===== src/rtl/hazard_ctrl_pkg.sv =====
// hazard_ctrl_pkg
//   Shared definitions for the pipeline stall controller: FSM state encoding,
//   register-index width and the multi-cycle-op timeout limit.
//   Configuration macro used by the top level: STALL_COUNTER_EN.
package hazard_ctrl_pkg;

  typedef enum logic [1:0] {
    RUN     = 2'd0,
    LU_FWD  = 2'd1,
    MD_WAIT = 2'd2
  } state_t;

  localparam int REG_W     = 5;
  localparam int MD_CNT_W  = 6;

  localparam int unsigned MD_TIMEOUT_LIMIT = 34;
  localparam logic [MD_CNT_W-1:0] MD_LIMIT_CNT = MD_CNT_W'(MD_TIMEOUT_LIMIT);

endpackage


===== src/rtl/hazard_compare.sv =====
// hazard_compare
//   Load-use hazard detection between the load in ID/EX and the sources of
//   the instruction in decode.
//   Ports:
//     LOAD_SIG      in   ID/EX instruction is a load
//     EX_RD         in   5  load destination register
//     ID_RS1/RS2    in   5  decode-stage source registers
//     ID_USES_RS1/2 in   1  source valid flags
//     RS1_MATCH     out  load writes a register that rs1 reads
//     RS2_MATCH     out  load writes a register that rs2 reads
//     LU            out  load-use hazard present
module hazard_compare
  import hazard_ctrl_pkg::*;
(
  input  logic             LOAD_SIG,
  input  logic [REG_W-1:0] EX_RD,
  input  logic [REG_W-1:0] ID_RS1,
  input  logic [REG_W-1:0] ID_RS2,
  input  logic             ID_USES_RS1,
  input  logic             ID_USES_RS2,
  output logic             RS1_MATCH,
  output logic             RS2_MATCH,
  output logic             LU
);

  // x0 is hardwired to zero, so a load targeting it never creates a hazard.
  logic ex_rd_live;
  assign ex_rd_live = LOAD_SIG & (EX_RD != '0);

  assign RS1_MATCH = ex_rd_live & ID_USES_RS1 & (EX_RD == ID_RS1);
  assign RS2_MATCH = ex_rd_live & ID_USES_RS2 & (EX_RD == ID_RS2);
  assign LU        = RS1_MATCH | RS2_MATCH;

endmodule


===== src/rtl/pipeline_stall_controller.sv =====
// pipeline_stall_controller
//   Central stall/flush/forwarding control for a 5-stage pipeline: load-use
//   stalls with WB forwarding, branch flushes, multi-cycle mul/div waits with
//   a sticky timeout, and a global data-memory-busy freeze.
//   Optional feature: define STALL_COUNTER_EN to add the STALL_COUNT output.
//   Ports:
//     CLK, RESET                      in   clock, synchronous active-high reset
//     LOAD_SIG, EX_RD                 in   load in ID/EX and its destination
//     ID_RS1, ID_RS2, ID_USES_RS1/2   in   decode sources and valid flags
//     BRANCH_TAKEN                    in   EX-stage redirect
//     MULDIV_START, MULDIV_DONE       in   multi-cycle op start / result ready
//     DMEM_BUSY                       in   data memory not ready
//     PC_EN, IF_ID_EN, ID_EX_EN, EX_MEM_EN  out  pipeline register enables
//     IF_ID_FLUSH, ID_EX_FLUSH        out  flushes (ID_EX_FLUSH = bubble)
//     FRWD_RS1_WB, FRWD_RS2_WB        out  select WB-stage forwarding
//     STALL_COUNT                     out  32  cycles with PC_EN=0 (optional)
//     MULDIV_TIMEOUT                  out  sticky mul/div timeout error
module pipeline_stall_controller
  import hazard_ctrl_pkg::*;
(
  input  logic             CLK,
  input  logic             RESET,
  input  logic             LOAD_SIG,
  input  logic [REG_W-1:0] EX_RD,
  input  logic [REG_W-1:0] ID_RS1,
  input  logic [REG_W-1:0] ID_RS2,
  input  logic             ID_USES_RS1,
  input  logic             ID_USES_RS2,
  input  logic             BRANCH_TAKEN,
  input  logic             MULDIV_START,
  input  logic             MULDIV_DONE,
  input  logic             DMEM_BUSY,
  output logic             PC_EN,
  output logic             IF_ID_EN,
  output logic             ID_EX_EN,
  output logic             EX_MEM_EN,
  output logic             IF_ID_FLUSH,
  output logic             ID_EX_FLUSH,
  output logic             FRWD_RS1_WB,
  output logic             FRWD_RS2_WB,
`ifdef STALL_COUNTER_EN
  output logic [31:0]      STALL_COUNT,
`endif
  output logic             MULDIV_TIMEOUT
);

  state_t              state, state_d;
  logic                rs1_flag, rs1_flag_d;
  logic                rs2_flag, rs2_flag_d;
  logic [MD_CNT_W-1:0] md_cnt, md_cnt_d, md_cnt_inc;
  logic                md_timeout_d;
  logic                rs1_match, rs2_match, lu;

  hazard_compare u_compare (
    .LOAD_SIG    (LOAD_SIG),
    .EX_RD       (EX_RD),
    .ID_RS1      (ID_RS1),
    .ID_RS2      (ID_RS2),
    .ID_USES_RS1 (ID_USES_RS1),
    .ID_USES_RS2 (ID_USES_RS2),
    .RS1_MATCH   (rs1_match),
    .RS2_MATCH   (rs2_match),
    .LU          (lu)
  );

  assign md_cnt_inc = (md_cnt == '1) ? md_cnt : md_cnt + 6'd1;

  always_ff @(posedge CLK) begin
    if (RESET) begin
      state          <= RUN;
      rs1_flag       <= 1'b0;
      rs2_flag       <= 1'b0;
      md_cnt         <= '0;
      MULDIV_TIMEOUT <= 1'b0;
    end else begin
      state          <= state_d;
      rs1_flag       <= rs1_flag_d;
      rs2_flag       <= rs2_flag_d;
      md_cnt         <= md_cnt_d;
      MULDIV_TIMEOUT <= md_timeout_d;
    end
  end

  always_comb begin
    PC_EN        = 1'b1;
    IF_ID_EN     = 1'b1;
    ID_EX_EN     = 1'b1;
    EX_MEM_EN    = 1'b1;
    IF_ID_FLUSH  = 1'b0;
    ID_EX_FLUSH  = 1'b0;
    // Forwarding depends only on state and latched flags, so it naturally
    // holds its value while DMEM_BUSY freezes the FSM.
    FRWD_RS1_WB  = (state == LU_FWD) & rs1_flag;
    FRWD_RS2_WB  = (state == LU_FWD) & rs2_flag;
    state_d      = state;
    rs1_flag_d   = rs1_flag;
    rs2_flag_d   = rs2_flag;
    md_cnt_d     = md_cnt;
    md_timeout_d = MULDIV_TIMEOUT;

    if (RESET) begin
      PC_EN       = 1'b0;
      IF_ID_EN    = 1'b0;
      ID_EX_EN    = 1'b0;
      EX_MEM_EN   = 1'b0;
      IF_ID_FLUSH = 1'b1;
      ID_EX_FLUSH = 1'b1;
      FRWD_RS1_WB = 1'b0;
      FRWD_RS2_WB = 1'b0;
    end else if (DMEM_BUSY) begin
      PC_EN     = 1'b0;
      IF_ID_EN  = 1'b0;
      ID_EX_EN  = 1'b0;
      EX_MEM_EN = 1'b0;
    end else begin
      case (state)
        RUN: begin
          if (BRANCH_TAKEN) begin
            IF_ID_FLUSH = 1'b1;
            ID_EX_FLUSH = 1'b1;
          end else if (MULDIV_START) begin
            state_d  = MD_WAIT;
            md_cnt_d = '0;
          end else if (lu) begin
            PC_EN       = 1'b0;
            IF_ID_EN    = 1'b0;
            ID_EX_FLUSH = 1'b1;
            rs1_flag_d  = rs1_match;
            rs2_flag_d  = rs2_match;
            state_d     = LU_FWD;
          end
        end
        LU_FWD: begin
          // The forwarding cycle still honours a redirect, and a fresh
          // load-use hazard stalls again with newly latched flags.
          state_d = RUN;
          if (BRANCH_TAKEN) begin
            IF_ID_FLUSH = 1'b1;
            ID_EX_FLUSH = 1'b1;
          end else if (lu) begin
            PC_EN       = 1'b0;
            IF_ID_EN    = 1'b0;
            ID_EX_FLUSH = 1'b1;
            rs1_flag_d  = rs1_match;
            rs2_flag_d  = rs2_match;
            state_d     = LU_FWD;
          end
        end
        MD_WAIT: begin
          PC_EN     = 1'b0;
          IF_ID_EN  = 1'b0;
          ID_EX_EN  = 1'b0;
          EX_MEM_EN = 1'b0;
          if (MULDIV_DONE) begin
            PC_EN     = 1'b1;
            IF_ID_EN  = 1'b1;
            ID_EX_EN  = 1'b1;
            EX_MEM_EN = 1'b1;
            state_d   = RUN;
          end else begin
            md_cnt_d = md_cnt_inc;
            // Timeout fires on the wait cycle that brings the count to the limit.
            if (md_cnt_inc >= MD_LIMIT_CNT) begin
              md_timeout_d = 1'b1;
              state_d      = RUN;
            end
          end
        end
        default: state_d = RUN;
      endcase
    end
  end

`ifdef STALL_COUNTER_EN
  always_ff @(posedge CLK) begin
    if (RESET) begin
      STALL_COUNT <= '0;
    end else if (!PC_EN && (STALL_COUNT != 32'hFFFF_FFFF)) begin
      STALL_COUNT <= STALL_COUNT + 32'd1;
    end
  end
`endif

endmodule

===== config.mk =====
export PLATFORM = sky130hd
export DESIGN_NAME = pipeline_stall_controller
export DESIGN_NICKNAME = d
export VERILOG_FILES = /design/src/rtl/hazard_ctrl_pkg.sv /design/src/rtl/hazard_compare.sv /design/src/rtl/pipeline_stall_controller.sv
export SDC_FILE = /design/constraint.sdc
export NUM_CORES = 1
export LEC_CHECK = 0
export CORE_ASPECT_RATIO = 1.1
export CORE_MARGIN = 4
export CORE_UTILIZATION = 46
export CTS_CLUSTER_SIZE = 40
export DETAILED_ROUTE_END_ITERATION = 16
export PLACE_DENSITY = 0.85
export SLEW_MARGIN = 20
export SYNTH_ARGS = -nofsm -noshare
export SYNTH_HDL_FRONTEND = slang
export SYNTH_SLANG_ARGS = --single-unit

===== constraint.sdc =====
create_clock -name CLK -period 2.56 [get_ports CLK]
set_input_delay 0.256 -clock CLK [delete_from_list [all_inputs] [get_ports CLK]]
set_output_delay 0.256 -clock CLK [all_outputs]
set_load 0.02 [all_outputs]

Word-level counts from Yosys, hierarchy flattened
Index checks and enable logic that the tools add are counted.
{ "classes": {"n_addsub": 1, "n_lt_le_gt_ge": 1, "n_eq_ne": 12, "mux": 47, "n_bitwise": 10, "n_reduce_logical": 9} }
{ "op_table": {"columns": ["cell", "count"], "rows": [
  ["$mux 1", 32],
  ["$mux 6", 4],
  ["$pmux 6 s2", 1],
  ["$eq 5x5->1", 2],
  ["$mux 2", 5],
  ["$ne 2x2->1 const B", 5],
  ["$reduce_and 5->1", 2],
  ["$reduce_and 4->1", 2],
  ["$and 1x1->1", 7],
  ["$add 6x1->6 const B", 1],
  ["$eq 6x6->1 const B", 1],
  ["$ge 6x6->1 const B", 1],
  ["$ne 3x3->1 const B", 2],
  ["$pmux 1 s2", 3],
  ["$pmux 2 s3", 1],
  ["$reduce_bool 5->1", 1],
  ["$reduce_bool 2->1", 2],
  ["$pmux 1 s3", 1],
  ["$eq 2x1->1 const B", 1],
  ["$eq 2x2->1 const B", 1],
  ["$logic_not 2->1", 1],
  ["$not 1->1", 2],
  ["$reduce_or 2->1", 1],
  ["$or 1x1->1", 1]
]} }
{ "word_totals": {"reg_bits": 11, "in_bits": 24, "output_inout_bits": 9, "wordCells": 85} }

Longest topological paths before layout
Gate-level depths: netlist (run 1).
{ "logic_depth": {"ltp_word": 11, "depth_mapped": 6, "ltp_nobuf": 6} }

Modules after synthesis
A second synthesis (run 1) with hierarchy kept.
{ "unflattened": {"hier_cells": 112, "hier_area_um2": 889.6} }
{ "by_module_without_submodules": {"columns": ["mod", "n_inst", "cells_each", "area_per_inst_um2", "seq_area_each_um2"], "rows": [
  ["pipeline_stall_controller", 1, 93, 753.2, 220.2],
  ["hazard_compare", 1, 19, 136.4, 0.0]
]} }

Worst setup path before layout (run 1)
Ideal clock, no wire load.
{ "synth_timing": {"kind": "register to output", "start": "register state[1]", "end": "output port PC_EN", "t_arrival_ns": 1.699, "required_time_ns": 2.304, "slack_ns": 0.605, "stages_incl_launch_ff": 6, "n_path_buf": 2, "path_cell_list": "dfxtp_1 -> buf_6 -> nor3b_1 -> nor3_1 -> o31a_1 -> buf_4"} }
{ "synth_via": {"elab_chain_cells": 4, "elab_cells_between_ends": 6, "cone_classes": "eq/ne: 2; mux: 3; reduce/logical: 1"} }
{ "synth_lines": {"columns": ["item", "line_no", "source"], "rows": [
  ["from (decl)", "pipeline_stall_controller.sv:47", "state_t state, state_d;"],
  ["from (signal assigned)", "pipeline_stall_controller.sv:76", "state <= state_d;"],
  ["$eq 2x2->1 (tied with other cells)", null, null],
  ["$pmux 1 s3 (*)", null, null],
  ["$mux 1 (*) (2 in series)", null, null],
  ["to (decl)", "pipeline_stall_controller.sv:33", "output logic PC_EN,"]
]} }
Mark *: on every way between the ends. The rest lies on a longest branch, timed or not.

Final worst setup path (run 1)
{ "layout_timing": {"start": "input port EX_RD[1]", "end": "output port ID_EX_FLUSH"} }
{ "layout_via": {"elab_chain_cells": 11, "elab_cells_between_ends": 16, "cone_classes": "eq/ne: 2; mux: 7; bitwise: 6; reduce/logical: 1"} }
{ "layout_lines": {"columns": ["item", "line_no", "source"], "rows": [
  ["from (decl)", "pipeline_stall_controller.sv:24", "input logic [REG_W-1:0] EX_RD,"],
  ["$reduce_bool 5->1", "hazard_compare.sv:28", "assign ex_rd_live = LOAD_SIG & (EX_RD != '0);"],
  ["$and 1x1->1", "hazard_compare.sv:28", null],
  ["$and 1x1->1, on equally long branches (2 in series)", "hazard_compare.sv:30, hazard_compare.sv:31", null],
  ["$or 1x1->1 (*)", "hazard_compare.sv:32", "assign LU = RS1_MATCH | RS2_MATCH;"],
  ["$mux 1 (*)", "pipeline_stall_controller.sv:124, pipeline_stall_controller.sv:140", null],
  ["$mux 1", "pipeline_stall_controller.sv:121", "end else if (MULDIV_START) begin"],
  ["$mux 1", "pipeline_stall_controller.sv:118", "if (BRANCH_TAKEN) begin"],
  ["$pmux 1 s2 (*)", "pipeline_stall_controller.sv:116", "case (state)"],
  ["$mux 1 (*)", "pipeline_stall_controller.sv:110", "end else if (DMEM_BUSY) begin"],
  ["$mux 1 (*)", "pipeline_stall_controller.sv:101", "if (RESET) begin"],
  ["to (decl)", "pipeline_stall_controller.sv:38", "output logic ID_EX_FLUSH,"]
]} }
Marked as above.

==> results.yml, run 1 <==
routing:
  drt-met1-wl_um: 881
  met2_length_um: 1338
  route.detailed.vias_per_inst: 5.848
  avgRoutedWirePerCell_um: 14.58
  drtPass1Iterations: 4
  route.top_layer_used: "met4"
  routed-via-count: 965
  drt-initial-drc-count: 34
  ant_nets: 0
  wl_met3_um: 119
  remaining_drc_errors: 0
  postRouteWirelength_um: 2406
yosys:
  synthesis.instances: 109
  ys_seq_area_frac: 0.2540
  syn-num-nets: 134
  post_synth_instance_area_um2: 867.1
  ys.flop_type: "dfxtp_1"
  synth.ff_latch_count: 11
  synth-async-reset-ratio: 0
  post_synth_edffs: 0
  synthesis.area_per_instance_um2: 7.955
  yosysWarnings: 0
  synthDistinctLibCells: 44
die:
  die_width_um: 49.40
  fp-row-count: 16
  ports: 33
  fp.dieH_um: 53.54
  core_area_um2: 1782
  initial_core_util: 0.4867
  fp.dieArea_um2: 2644
place:
  placed_area_um2: 1225
  port_buf_inserts: 32
  dp.final_hpwl_um: 1885
  number_of_instances_in_the_placed_design: 161
  global_placement_routability_congestion: 0.7990
worst_setup_path:
  cp.required_ps: 2300
  rr_startpoint: "md_cnt[0]"
  crit_type: "in -> out"
  crit-reg2reg-capture: "state[1]"
  timing.critical_path.arrival_ps: 2130
  setup.worst_path.start_class: "input port"
  worst-path-max-fanout: 3
  reg2reg_setup_slack_ps: 580
  worstSetupEndpointType: "output pin"
  worstRegToRegCells: 6
pwr:
  powerDensity_nw_per_um2: 331.2
  peakVddDrop_mv: 0.2140
  static-leakage-power_nw: 0.4920
grt:
  track_usage: 0.1900
  globalRoute.totalOverflow: 0
  grt_antenna_before_repair: 0
  grt_start_max_net_pins: 12
  grt_pass1_wl_um: 3870
  grt_pass1_vias: 995
timing:
  layout_skew_ps: 0.5934
  finalCritPeriodShare: 0.9309
  setup-tns-final_ps: 0
  fmaxAchievable_mhz: 419.6
  timing_worst_slew_pin_value_ps: 418.3
  timing_max_transition_violations_final: 0
  rsz0062_at_grt: "no"
  setup_violations: 0
  slew_headroom: 0.7186
  final_period_minus_worst_setup_slack_ps: 2383
  hold_viol_final: 0
clock_tree:
  htreeDepth: 1
  cts.sink_count: 11
  worst_setup_hold_path_clk_slew_ps: 70
  cts_inserted_buffers: 3
  post_cts_hold_buffer_count: 0
  clock_tree.buffer_depth: 2
  cts-root-buf: "clkbuf_4"
  tritoncts: "built"
  clock_network_latency_to_the_later_pin_of_the_worst_skew_pair_ps: 270
hold_path:
  hold_end: "rs1_flag"
  worst_hold_startpoint: "rs1_flag"
  worst_hold_path_type: "reg -> reg"
  whs_path_depth: 2
layout:
  design.final.nets: 173
  multi_input_comb_area_um2: 598.1
  antenna-diode-count: 0
  layout-area-overhead-vs-synth_pct: 44.01
  fillCellCount: 162
  post_route_cells_drive_above_1_share: 0.1088
  fin_area_um2: 1249
  register_area_um2: 220.2
  layoutNonFillerInstCount: 165
status:
  status: "finished, final reports clean"
job:
  max-cap-violations: 0
-- per-layer routing --
metal | track usage | vias to the layer above
li1 | - | 472
met1 | 0.1667 | 451
met2 | 0.4107 | 34
met3 | 0.03324 | 8
met4 | 0.1014 | 0
met5 | 0 | -
-- cell usage in the layout, fill, tap and decap left out, types with 3 or more instances in the layout --
cell,n
buf_4,6
xor2_1,8
nor4_1,3
and3_1,5
nor2_1,12
o21ai_0,5
a22oi_1,3
dfxtp_1,11
nand2_1,7
a21oi_1,4
inv_1,4
clkbuf_4,3
clkdlybuf4s50_1,29
nor2b_1,3
a31oi_1,4
-- synthesized netlist by cell type, drive strengths merged, types with 2 or more instances --
cell	n	share of area
and2b	2	0.020
a22oi	3	0.026
a21oi	5	0.033
inv	4	0.017
nand2b	2	0.014
nor4	3	0.022
and3	5	0.036
or3	2	0.014
and2	2	0.014
nand3	2	0.012
dfxtp	11	0.25
a31oi	4	0.029
nor3	2	0.012
nor2	12	0.052
or3b	2	0.020
o21ai	5	0.029
a211o	2	0.020
buf	3	0.030
xnor2	2	0.020
nor2b	3	0.022
xor2	8	0.081
nand2	7	0.030
-- worst max-delay path, stage by stage --
cell,delay [ps]
clkdlybuf4s50_1,470
xor2_1,190
nor4_1,280
and3_1,220
o21bai_1,100
o31ai_1,260
clkdlybuf4s15_1,350
-- cell type report --
| type | instances | share of cell area |
|---|---|---|
| clock buffers | 4 | 0.02104 |
| flip-flops and latches | 11 | 0.1764 |
| repair buffers | 38 | 0.2906 |
| well taps | 18 | 0.01804 |
| inverters | 5 | 0.01503 |
| multi-input cells | 89 | 0.4790 |
-- power breakdown --
group / switching [mW] / internal [mW]
registers: 0.00401 / 0.173
clock network: 0.0607 / 0.0604
logic: 0.0498 / 0.0660
-- what timing repair did --
action	4_1_cts	5_1_grt
resized for setup	3	1
buffers inserted	0	0
setup endpoints to repair	3	1
endpoints found under the hold margin	0	0
-- kinds of logic after synthesis --
| logic type | count (synthesis) | synth area share |
|---|---|---|
| mux | 1 | 0.01299 |
| buf+inv | 9 | 0.05626 |
| simple gates | 48 | 0.3045 |
| compound gates | 29 | 0.2569 |
| xor+xnor | 10 | 0.1010 |
| flops | 11 | 0.2540 |
| fa+ha+maj | 1 | 0.01443 |
-- flip-flops by register name, summed over array words and instances (netlist names) --
register        cells
md_cnt              6
state               2
MULDIV_TIMEOUT      1
rs1_flag            1
rs2_flag            1
-- stage by stage --
step	util	total power [mW]	hold slack, ps	worst slack (ps)
final	0.7008	0.4136	472.4	176.9
after global routing	0.7008	0.4310	502.9	4.299
after CTS	0.7001	0.4148	473.1	184.5
after detailed placement	0.6875	0.2983	461.7	-93.96
after global placement	0.6875	0.2952	454.1	-38.72
after floorplan	-	0.2339	371.9	605.0
-- worst max path at each step --
stage / slack [ps] / end / cells after the start / startpoint
2_1_floorplan: 600 / PC_EN / 5 / state[1]
3_3_place_gp: -40 / IF_ID_EN / 6 / EX_RD[0]
3_5_place_dp: -90 / ID_EX_FLUSH / 7 / EX_RD[1]
4_1_cts: 180 / ID_EX_FLUSH / 7 / EX_RD[1]
5_1_grt: 4 / ID_EX_FLUSH / 7 / EX_RD[1]
6_report: 180 / ID_EX_FLUSH / 7 / EX_RD[1]
Power figures use the tool's default switching activity.
==> inputs of run 2 (changes only) <==
Settings changed: CORE_UTILIZATION 46 to 40, CTS_CLUSTER_SIZE 40 to 30, PLACE_DENSITY 0.85 to 0.76.
==> results.yml, run 2 (synthesis gave the netlist of run 1 again) <==
status:
  status: "finished, final reports clean"
place:
  global_placement_routability_congestion: 0.7968
  port_buf_inserts: 32
  placement.setup.worst_slack_ps: -45.97
  dp.final_hpwl_um: 1901
  placed_area_um2: 1252
routing:
  avgRoutedWirePerCell_um: 12.90
  drt-initial-drc-count: 8
  route.detailed.vias_per_inst: 5.384
  postRouteWirelength_um: 2283
  ant_nets: 0
  remaining_drc_errors: 0
  routed-via-count: 953
  drtPass1Iterations: 4
hold_path:
  worst_hold_path_type: "reg -> reg"
clock_tree:
  tritoncts: "built"
  post_cts_hold_buffer_count: 0
  htreeDepth: 1
  cts_inserted_buffers: 3
  clock_network_latency_to_the_later_pin_of_the_worst_skew_pair_ps: 270
  cts.sink_count: 11
  cts-root-buf: "clkbuf_4"
  clock_tree.buffer_depth: 2
  worst_setup_hold_path_clk_slew_ps: 70
die:
  ports: 33
  fp.dieArea_um2: 2977
  fp.dieH_um: 56.83
  fp-row-count: 17
  die_width_um: 52.39
  core_area_um2: 2042
  initial_core_util: 0.4246
worst_setup_path:
  crit_type: "in -> out"
  cp.required_ps: 2300
  rr_startpoint: "md_cnt[0]"
  worstSetupEndpointType: "output pin"
  worstRegToRegCells: 6
  setup.worst_path.start_class: "input port"
  worst-path-max-fanout: 3
  timing.critical_path.arrival_ps: 2060
  critical_path.endpoint: "PC_EN"
  reg2reg_setup_slack_ps: 680
  crit-reg2reg-capture: "state[1]"
  critPathLaunch: "EX_RD[0]"
layout:
  post_route_cells_drive_above_1_share: 0.1208
  biggestRegsByFlops: "md_cnt: 6 flops, state: 2 flops"
  mostFrequentLayoutCell: "clkdlybuf4s50_1"
  max_flop_register: "md_cnt"
  layout.cells.most_common_list: "29 x clkdlybuf4s50_1, 12 x nor2_1, 11 x dfxtp_1, 8 x xor2_1, 8 x buf_4"
  fillCellCount: 193
  antenna-diode-count: 0
  fin_area_um2: 1275
  largest_register_ffs: 6
  design.final.nets: 175
  layout-area-overhead-vs-synth_pct: 47.04
pwr:
  static-leakage-power_nw: 0.5017
  internal_power_mw: 0.3008
  total_power_mw: 0.4165
  clockPowerShare: 0.295
  sequentialPowerShare: 0.424
  share_comb_of_total_power: 0.281
  netSwitchingPower_mw: 0.1158
  peakVddDrop_mv: 0.2325
  powerDensity_nw_per_um2: 326.7
  switching_share: 0.2779
timing:
  fmaxAchievable_mhz: 432.4
  setup_violations: 0
  rsz0062_at_grt: "no"
  setup-tns-final_ps: 0
  final_period_minus_worst_setup_slack_ps: 2313
  timing_worst_slew_pin_value_ps: 388.9
  hold_viol_final: 0
  layout_skew_ps: 1.907
  finalCritPeriodShare: 0.9033
  slew_headroom: 0.7384
  timing_max_transition_violations_final: 0
  final_critical_path_setup_slack_ps: 247.5
grt:
  grt_pass1_vias: 924
  globalRoute.totalOverflow: 0
  grt_antenna_before_repair: 0
  grt_pass1_wl_um: 3684
  grt_start_max_net_pins: 12
  track_usage: 0.1604
job:
  max-cap-violations: 0
==> run 2: changes by cell type in the layout (fill, tap and decap cells not counted) <==
cell,delta
buf_4,+2
clkdlybuf4s15_1,-1
dlygate4sd2_1,+1
==> run 2: worst min path at each step <==
| stage | start | depth (start not counted) | slack, ps | end |
|---|---|---|---|---|
| floorplan | RESET | 1 | 370 | state[1] |
| finish | MULDIV_TIMEOUT | 2 | 480 | MULDIV_TIMEOUT |
| global route | rs1_flag | 2 | 500 | rs1_flag |
| detailed placement | MULDIV_TIMEOUT | 2 | 470 | MULDIV_TIMEOUT |
| CTS | MULDIV_TIMEOUT | 2 | 480 | MULDIV_TIMEOUT |
| global placement | MULDIV_TIMEOUT | 2 | 450 | MULDIV_TIMEOUT |
==> run 2: per-layer routing <==
metal  vias to the layer above  GRT usage  part of all wire  wire length [um]
met1                       440     0.1565              0.38               877
met5                         -          0                 0                 0
met2                        32     0.3067              0.53              1204
met3                         6    0.02918             0.063               143
li1                        475          -                 -                 -
met4                         0    0.07664             0.025                57
==> run 2: through the flow <==
| step | instances | utilization | hold slack (ps) |
|---|---|---|---|
| after CTS | 177 | 0.6244 | 484.0 |
| after detailed placement | 173 | 0.6134 | 467.0 |
| after global placement | 173 | 0.6134 | 453.0 |
| final | 177 | 0.6244 | 477.0 |
| after floorplan | 109 | - | 371.9 |
| after global routing | 177 | 0.6244 | 504.2 |
==> run 2: layout make-up <==
| type | count | area, um2 | area share |
|---|---|---|---|
| clock buffer | 4 | 26.28 | 0.02061 |
| sequential | 11 | 220.2 | 0.1727 |
| inverter | 5 | 18.77 | 0.01472 |
| timing repair buffer | 40 | 376.6 | 0.2954 |
| tap | 28 | 35.03 | 0.02748 |
| multi-input combinational | 89 | 598.1 | 0.4691 |
==> run 2: timing repair <==
action                     4_1_cts  5_1_grt
setup endpoints to repair        3        0
buffers inserted                 0        0
gates resized for setup          3        0
==> run 2: critical path: stages <==
cell and delay [ps]:
clkdlybuf4s50_1 450, or4_1 550, o211ai_2 160, o21bai_1 160, o31a_1 150, dlygate4sd2_1 330
==> run 2: power groups by stage <==
stage               clock, mW  sequential, mW  combinational [mW]
detailed placement          0           0.181               0.120
finish                  0.123           0.177               0.117
global route            0.133           0.177               0.127
CTS                     0.124           0.177               0.118
global placement            0           0.180               0.119
floorplan                   0           0.178              0.0561
